### config.mk
export PLATFORM = sky130hd
export DESIGN_NAME = tone_scheduler
export DESIGN_NICKNAME = d
export VERILOG_FILES = /design/src/rtl/tone_scheduler.sv
export SDC_FILE = /design/constraint.sdc
export NUM_CORES = 1
export LEC_CHECK = 0
export CAP_MARGIN = 30
export CELL_PAD_IN_SITES_DETAIL_PLACEMENT = 1
export CELL_PAD_IN_SITES_GLOBAL_PLACEMENT = 1
export CORE_ASPECT_RATIO = 1.4
export CORE_UTILIZATION = 39
export CTS_BUF_LIST = sky130_fd_sc_hd__clkbuf_8 sky130_fd_sc_hd__clkbuf_16
export DETAILED_ROUTE_END_ITERATION = 12
export PLACE_DENSITY = 0.84
export REMOVE_ABC_BUFFERS = 1
export SETUP_SLACK_MARGIN = 0.1
export SLEW_MARGIN = 20
export SYNTH_ARGS = -nofsm -noshare
export SYNTH_HDL_FRONTEND = slang
export SYNTH_SLANG_ARGS = --single-unit
### constraint.sdc
create_clock -name clk -period 5 [get_ports clk]
set_input_delay 1.25 -clock clk [delete_from_list [all_inputs] [get_ports clk]]
set_output_delay 1.25 -clock clk [all_outputs]
set_load 0.05 [all_outputs]
### src/rtl/tone_scheduler.sv
// Round-robin scheduler that lends a single buzzer tone generator to N_REQ requesters.
// Each grant plays one note for (L+1) ticks, then holds a silent gap before re-arbitrating.
module tone_scheduler #(
    parameter int N_REQ       = 4,
    parameter int TICK_CYCLES = 100000,
    parameter int GAP_CYCLES  = 1000
) (
    input  logic                 clk,
    input  logic                 rst,
    input  logic [N_REQ-1:0]     req,
    input  logic [3*N_REQ-1:0]   note,
    input  logic [3*N_REQ-1:0]   octave,
    input  logic [8*N_REQ-1:0]   length,
    output logic [N_REQ-1:0]     gnt,
    output logic                 done,
    output logic                 abort,
    output logic                 busy,
    output logic                 tone_en,
    output logic [2:0]           tone_note,
    output logic [2:0]           tone_octave
);

    localparam int IW = (N_REQ > 1) ? $clog2(N_REQ) : 1;
    localparam int TW = (TICK_CYCLES > 1) ? $clog2(TICK_CYCLES) : 1;
    localparam int GW = (GAP_CYCLES > 1) ? $clog2(GAP_CYCLES) : 1;
    localparam logic [TW-1:0] TICK_LAST = TW'(TICK_CYCLES - 1);
    localparam logic [GW-1:0] GAP_LAST  = GW'((GAP_CYCLES > 0) ? GAP_CYCLES - 1 : 0);
    localparam logic [IW-1:0] LAST_INIT = IW'(N_REQ - 1);

    typedef enum logic [1:0] {
        IDLE = 2'd0,
        PLAY = 2'd1,
        GAP  = 2'd2
    } state_t;

    state_t            state, state_next;
    logic [TW-1:0]     tick_cnt, tick_next;
    logic [7:0]        remaining, remaining_next;
    logic [GW-1:0]     gap_cnt, gap_next;
    logic [IW-1:0]     last_grant, last_next;
    logic [N_REQ-1:0]  gnt_next;
    logic              done_next, abort_next, busy_next, tone_en_next;
    logic [2:0]        tone_note_next, tone_octave_next;

    logic [2:0]        note_arr   [N_REQ];
    logic [2:0]        octave_arr [N_REQ];
    logic [7:0]        length_arr [N_REQ];

    logic              win_found;
    logic [IW-1:0]     win_idx;
    logic [IW-1:0]     cand;
    logic              note_end;
    logic              finish;

    for (genvar i = 0; i < N_REQ; i++) begin : g_unpack
        assign note_arr[i]   = note[3*i +: 3];
        assign octave_arr[i] = octave[3*i +: 3];
        assign length_arr[i] = length[8*i +: 8];
    end

    // Search upward from the requester after the last winner, wrapping to 0.
    always_comb begin
        win_found = 1'b0;
        win_idx   = last_grant;
        cand      = '0;
        for (int k = 1; k <= N_REQ; k++) begin
            cand = IW'((int'(last_grant) + k) % N_REQ);
            if (!win_found && req[cand]) begin
                win_found = 1'b1;
                win_idx   = cand;
            end
        end
    end

    always_comb begin
        state_next       = state;
        gnt_next         = gnt;
        done_next        = 1'b0;
        abort_next       = 1'b0;
        tone_en_next     = tone_en;
        tone_note_next   = tone_note;
        tone_octave_next = tone_octave;
        tick_next        = tick_cnt;
        remaining_next   = remaining;
        gap_next         = gap_cnt;
        last_next        = last_grant;
        note_end         = 1'b0;
        finish           = 1'b0;

        case (state)
            IDLE: begin
                if (win_found) begin
                    state_next       = PLAY;
                    gnt_next         = N_REQ'(1) << win_idx;
                    tone_en_next     = (note_arr[win_idx] != 3'd0);
                    tone_note_next   = note_arr[win_idx];
                    tone_octave_next = octave_arr[win_idx];
                    remaining_next   = length_arr[win_idx];
                    tick_next        = '0;
                    last_next        = win_idx;
                end
            end
            PLAY: begin
                if (tick_cnt == TICK_LAST) begin
                    tick_next = '0;
                    if (remaining == 8'd0) begin
                        note_end = 1'b1;
                    end else begin
                        remaining_next = remaining - 8'd1;
                    end
                end else begin
                    tick_next = tick_cnt + TW'(1);
                end

                // A normal end takes priority over a simultaneous request drop.
                if (note_end) begin
                    done_next = 1'b1;
                    finish    = 1'b1;
                end else if ((req & gnt) == '0) begin
                    abort_next = 1'b1;
                    finish     = 1'b1;
                end

                if (finish) begin
                    gnt_next         = '0;
                    tone_en_next     = 1'b0;
                    tone_note_next   = 3'd0;
                    tone_octave_next = 3'd0;
                    gap_next         = '0;
                    state_next       = (GAP_CYCLES == 0) ? IDLE : GAP;
                end
            end
            GAP: begin
                if (gap_cnt == GAP_LAST) begin
                    state_next = IDLE;
                end else begin
                    gap_next = gap_cnt + GW'(1);
                end
            end
            default: begin
                state_next       = IDLE;
                gnt_next         = '0;
                tone_en_next     = 1'b0;
                tone_note_next   = 3'd0;
                tone_octave_next = 3'd0;
            end
        endcase

        busy_next = (state_next != IDLE);
    end

    always_ff @(posedge clk) begin
        if (rst) begin
            state       <= IDLE;
            gnt         <= '0;
            done        <= 1'b0;
            abort       <= 1'b0;
            busy        <= 1'b0;
            tone_en     <= 1'b0;
            tone_note   <= 3'd0;
            tone_octave <= 3'd0;
            tick_cnt    <= '0;
            remaining   <= 8'd0;
            gap_cnt     <= '0;
            last_grant  <= LAST_INIT;
        end else begin
            state       <= state_next;
            gnt         <= gnt_next;
            done        <= done_next;
            abort       <= abort_next;
            busy        <= busy_next;
            tone_en     <= tone_en_next;
            tone_note   <= tone_note_next;
            tone_octave <= tone_octave_next;
            tick_cnt    <= tick_next;
            remaining   <= remaining_next;
            gap_cnt     <= gap_next;
            last_grant  <= last_next;
        end
    end

endmodule

==> results_dict.tcl, run 1 <==
set metrics [dict create \
    antenna_found_initial 0 \
    worstHoldStart "tone_en" \
    drive_above_1_share 0.0745 \
    fin_crit_ns 3.44 \
    r2r_slack_ns 2.43 \
    drt_iter0_drc 120 \
    cts-root-buf "clkbuf_8" \
    htreeDepth 2 \
    clockBufferDepth 2 \
    whs_path_depth 2 \
    portBuffers 75 \
    io_pins 76 \
    timing.hold.ws_ns 0.487 \
    cp_data_arrival_time_ns 3.64 \
    yosysWarningCount 0 \
    clock_skew_ns 0.00428 \
    reg2reg_from "tick_cnt[0]" \
    worstMarginPinSlew_ns 0.851 \
    fmaxAchievable_mhz 291 \
    required_ns 5.20 \
    end_kind "flip-flop" \
    nets 481 \
    synth-edff-count 0 \
    async_flop_share 0 \
    synth.yosys.seq_area_share 0.357 \
    drc 0 \
    status "finished clean" \
    synth-seq-cells 53 \
    cts_made_buffers 5 \
    clock_latency_ns 0.31 \
    finalHoldViolCount 0 \
    setup_tns_ns 0 \
    cts_resized 0 \
    grt-ovfl-total 0 \
    grt_pass1_wl_mm 14.0 \
    post_cts_buffers 0 \
    ir_drop_mv 0.189 \
    hp-class "reg2reg" \
    power_density_nw_per_um2 433 \
    setup_viol 0 \
    path_class "in2reg" \
    cp-start-kind "input port" \
    fp.dieArea_um2 7980 \
    r2r-end "remaining[7]" \
    die_h_um 105 \
    synth_cells 344 \
    diodes 0 \
    cts_tree "yes" \
    holdPathEnd "tone_en" \
    netlist_area_um2 2970 \
    die_x_um 75.8 \
    place.gp.congestion 0.808 \
    avgSynthCellArea_um2 8.65 \
    rr_worst_depth 7 \
    route.vias.total 2815 \
    period_share 0.688 \
    grt_pass1_vias 3037 \
    slew-limit-headroom 0.431 \
    synth_cell_types 56 \
    power.leakage_uw 0.00146 \
    drv_cap 0 \
    rsz0062_at_grt "false" \
    avgRoutedWirePerCell_um 16.4 \
    ys.flop_type "dfxtp_1" \
    hold_buffers 0 \
    path_clk_slew_ns 0.10 \
    finalInstanceArea_um2 3890 \
    areaGrowthSynthToFinish_pct 30.8 \
    dpl_cell_area_um2 3790 \
    wl_mm 8.41 \
    ant_nets 0 \
    core-area_um2 7360 \
    rows 37 \
    clock_sinks 53 \
    avgViaCountPerCell 5.49 \
    drtPass1Iterations 4 \
    grt_usage 0.226 \
    hpwl_mm 6.61 \
    crit_path_max_fanout 26 \
    grt_max_degree 27 \
    initial_utilization 0.404 \
    finalMaxSlewViolations 0 \
]
-- cell families (layout without fill, tap and decap cells) --
logic type / after synthesis / after routing / synth area share
compound gates: 62 / 62 / 0.135
xor+xnor: 23 / 23 / 0.0677
fa+ha+maj: 4 / 4 / 0.0168
buf+inv: 18 / 90 / 0.0286
flops: 53 / 53 / 0.357
mux: 31 / 31 / 0.119
simple gates: 153 / 153 / 0.275
-- placed cells by master (no fill, tap or decap), types with 3 or more instances in the layout --
cell | netlist | final
a21o_1 | 3 | 3
a21oi_1 | 18 | 18
a22o_1 | 3 | 3
a22oi_1 | 5 | 5
a32oi_1 | 4 | 4
and3_1 | 6 | 6
clkbuf_8 | 0 | 6
clkdlybuf4s50_1 | 0 | 75
dfxtp_1 | 53 | 53
ha_1 | 4 | 4
inv_1 | 4 | 4
mux2_2 | 6 | 6
mux2i_1 | 22 | 22
mux4_2 | 3 | 3
nand2_1 | 28 | 28
nand2b_1 | 5 | 5
nand3_1 | 19 | 19
nand4_1 | 9 | 9
nor2_1 | 45 | 45
nor3_1 | 13 | 13
nor3b_1 | 3 | 3
nor4_1 | 5 | 5
o21ai_0 | 12 | 12
o21ai_1 | 4 | 4
xnor2_1 | 5 | 5
xor2_1 | 18 | 18
-- per-stage QoR --
stage                     setup WS, ns  cells   util  power (uW)
final                             1.56    513  0.528        1690
after CTS                         1.57    512  0.528        1700
after global placement            1.36    504  0.515        1400
after detailed placement          1.25    504  0.515        1440
after global routing              1.39    513  0.528        1810
after floorplan                   2.12    331      -        1160
-- state kept, by name, indices dropped and copies added, names as in the netlist --
register	count
gap_cnt	10
tick_cnt	17
tone_octave	3
gnt	4
last_grant	2
abort	1
tone_note	3
remaining	8
state	2
busy	1
tone_en	1
done	1
-- critical path, stage by stage --
cell	delay, ns
clkdlybuf4s50_1	0.55
or2_2	0.15
a21oi_1	0.12
nor2_4	0.70
mux4_2	0.43
o31ai_1	0.32
a21oi_1	0.11
-- per-layer routing --
metal,GRT usage,up-vias,wire length (um)
li1,-,1392,-
met1,0.249,1342,3390
met2,0.414,62,4550
met3,0.0382,19,274
met4,0.0794,0,191
met5,0,-,0
-- cell usage after synthesis (all sizes together) (2+ instances only) --
| cell type | count | area [um2] |
|---|---|---|
| mux4 | 3 | 67.6 |
| nor3 | 13 | 65.1 |
| nand2b | 5 | 31.3 |
| nand4b | 3 | 41.3 |
| clkbuf | 6 | 22.5 |
| a32oi | 4 | 35.0 |
| a21o | 3 | 22.5 |
| nor2b | 2 | 12.5 |
| nor2 | 46 | 180 |
| buf | 7 | 43.8 |
| dfxtp | 53 | 1060 |
| xnor2 | 5 | 43.8 |
| a21oi | 19 | 98.9 |
| ha | 4 | 50.1 |
| nand2 | 28 | 105 |
| a22oi | 5 | 37.5 |
| o21ai | 16 | 80.1 |
| nand4 | 9 | 56.3 |
| mux2i | 22 | 220 |
| nor3b | 4 | 35.0 |
| nor4b | 3 | 41.3 |
| and3 | 7 | 48.8 |
| a31oi | 2 | 12.5 |
| mux2 | 6 | 67.6 |
| inv | 4 | 15.0 |
| xor2 | 18 | 158 |
| nand3 | 19 | 95.1 |
| and2 | 2 | 12.5 |
| a211oi | 2 | 20.0 |
| a22o | 3 | 26.3 |
| and4bb | 2 | 25.0 |
| nor4 | 5 | 31.3 |
-- worst max path at each step --
stage,startpoint,end,depth (start not counted)
2_1_floorplan,req[1],tone_en,6
3_3_place_gp,req[3],tone_en,7
3_5_place_dp,req[3],tone_en,7
4_1_cts,req[3],tone_en,7
5_1_grt,req[3],tone_en,7
6_report,req[3],tone_en,7
-- cell type report --
type / count / area, um2
multi-input combinational: 273 / 1830
fill: 859 / 3470
tap: 97 / 121
sequential: 53 / 1060
clock inverter: 2 / 13.8
timing repair buffer: 77 / 763
clock buffer: 6 / 82.6
inverter: 5 / 18.8
-- report_power, final --
group / switching (uW) / total (uW) / internal (uW)
Sequential: 76.7 / 575 / 498
Clock: 148 / 261 / 113
Combinational: 507 / 850 / 342
Note: power is estimated with default switching activity, not from simulation.
==> run 2, diff against run 1 <==
--- a/config.mk
+++ b/config.mk
@@ -9,10 +9,10 @@
 export CELL_PAD_IN_SITES_DETAIL_PLACEMENT = 1
 export CELL_PAD_IN_SITES_GLOBAL_PLACEMENT = 1
 export CORE_ASPECT_RATIO = 1.4
-export CORE_UTILIZATION = 39
+export CORE_UTILIZATION = 36
 export CTS_BUF_LIST = sky130_fd_sc_hd__clkbuf_8 sky130_fd_sc_hd__clkbuf_16
 export DETAILED_ROUTE_END_ITERATION = 12
-export PLACE_DENSITY = 0.84
+export PLACE_DENSITY = 0.79
 export REMOVE_ABC_BUFFERS = 1
 export SETUP_SLACK_MARGIN = 0.1
 export SLEW_MARGIN = 20
==> constraint.sdc (replaced) <==
create_clock -name clk -period 3.2 [get_ports clk]
set_input_delay 0.8 -clock clk [delete_from_list [all_inputs] [get_ports clk]]
set_output_delay 0.8 -clock clk [all_outputs]
set_load 0.05 [all_outputs]
==> results_dict.tcl, run 2 (synthesis gave the netlist of run 1 again) <==
set metrics [dict create \
    cts_tree "yes" \
    crit_slowest_cell "clkdlybuf4s50_1" \
    io_pins 76 \
    rsz0062_at_grt "false" \
    hold_buffers 0 \
    htreeDepth 2 \
    power.leakage_uw 0.00148 \
    fmaxAchievable_mhz 357 \
    fp.dieArea_um2 8630 \
    portBuffers 75 \
    route.vias.total 2864 \
    finalInstanceArea_um2 3940 \
    ir_drop_mv 0.301 \
    largest_reg_flops 17 \
    crit_path_max_fanout 13 \
    hpwl_mm 6.32 \
    p_switching_uw 1160 \
    drv_cap 0 \
    reg2reg_from "remaining[0]" \
    antenna_found_initial 0 \
    crit_chain "clkdlybuf4s50_1, or2_2, a21oi_1, nor2_4, mux4_2, o31ai_1, a21oi_1" \
    slew-limit-headroom 0.418 \
    regMostFlops "tick_cnt" \
    ant_nets 0 \
    power_frac_seq 0.340 \
    grt_max_degree 27 \
    avgRoutedWirePerCell_um 16.2 \
    power_frac_comb 0.515 \
    required_ns 3.41 \
    layout_common_cells "clkdlybuf4s50_1 (75), dfxtp_1 (53), nor2_1 (45)" \
    startpoint "req[3]" \
    grt_pass1_vias 2993 \
    drive_above_1_share 0.0875 \
    wl_mm 8.47 \
    clock_latency_ns 0.31 \
    timing.hold.ws_ns 0.473 \
    top_regs "tick_cnt (17), gap_cnt (10), remaining (8)" \
    setup_viol 0 \
    critPathTopFamily "compound AO/OA/AOI/OAI gates" \
    path_common_cell "a21oi_1" \
    core-area_um2 7890 \
    worstMarginPinSlew_ns 0.872 \
    areaGrowthSynthToFinish_pct 32.4 \
    hp-class "reg2reg" \
    dpl_cell_area_um2 3840 \
    diodes 0 \
    place.gp.congestion 0.894 \
    n_fill_cell 949 \
    finalHoldViolCount 0 \
    path_class "in2reg" \
    rows 38 \
    status "finished clean" \
    power_frac_clock 0.145 \
    avgViaCountPerCell 5.48 \
    drt_iter0_drc 92 \
    cts_made_buffers 5 \
    finalMaxSlewViolations 0 \
    power_density_nw_per_um2 673 \
    die_h_um 110 \
    cpPeakStageDelay_ns 0.49 \
    clock_sinks 53 \
    grt-ovfl-total 0 \
    cellInternalPower_uw 1490 \
    initial_utilization 0.377 \
    layout_commonest_cell "clkdlybuf4s50_1" \
    critPathBufInv 1 \
    die_x_um 78.8 \
    clockBufferDepth 2 \
    worstHoldStart "tone_en" \
    path_clk_slew_ns 0.10 \
    p_sw_frac 0.438 \
    finalPower_uw 2650 \
    cp-start-kind "input port" \
    placed_cells 514 \
    grt_pass1_wl_mm 13.7 \
    fin_crit_ns 2.80 \
    finalNonFillerCells 523 \
    end_kind "flip-flop" \
    drtPass1Iterations 4 \
    setup_tns_ns 0 \
    drc 0 \
    cp_data_arrival_time_ns 3.01 \
    period_share 0.876 \
    clock_skew_ns 0.0119 \
    grt_usage 0.199 \
    cts-root-buf "clkbuf_8" \
    nets 488 \
]
-- run 2: cell types whose count changed in the layout (fill, tap and decap cells not counted), sizes merged --
| cell | delta |
|---|---|
| nor2 | +1 |
| clkbuf | -1 |
| inv | +1 |
| clkinv | -2 |
| buf | +6 |
| clkinvlp | +2 |
-- run 2: metal layers --
metal	track usage	vias up	routed length, um
met3	0.0324	10	352
met5	0	-	0
met2	0.386	71	4490
met4	0.0584	0	110
met1	0.220	1376	3510
li1	-	1407	-
-- run 2: worst reg2reg max path, stage by stage, from the launching register on --
cell	delay (ns)
dfxtp_1	0.42
inv_1	0.11
ha_1	0.25
nor4b_1	0.18
and3_1	0.22
a211oi_2	0.60
o21ai_0	0.19
a32oi_1	0.24
o21ai_1	0.09
-- run 2: stage by stage --
stage	util	setup WS, ns
floorplan	-	0.772
global placement	0.487	0.00995
global route	0.499	0.229
detailed placement	0.487	-0.0809
CTS	0.498	0.269
finish	0.499	0.396
-- run 2: cell type report --
type	count	area, um2	area share
clock buffer	5	68.8	0.0175
clock inverter	3	18.8	0.00477
inverter	5	18.8	0.00477
multi-input combinational	274	1830	0.466
sequential	53	1060	0.269
tap	100	125	0.0318
timing repair buffer	83	811	0.206
-- run 2: path summary, 6_finish.rpt --
path | end | slack (ns) | depth (start not counted)
setup / recovery | tone_en | 0.40 | 7
hold reg to reg | tone_en | 0.47 | 2
hold / removal | tone_en | 0.47 | 2
setup reg to reg | remaining[4] | 0.79 | 8
-- run 2: repair_timing --
action | CTS | global route
setup endpoints to repair | 0 | 1
gates resized for setup | 0 | 0
buffers inserted | 0 | 0
-- run 2: power groups by stage --
stage,combinational (uW),clock (uW),sequential [uW]
3_3_place_gp,1320,0,904
2_1_floorplan,778,0,1040
3_5_place_dp,1360,0,912
4_1_cts,1360,403,899
6_report,1370,384,902
5_1_grt,1500,423,918
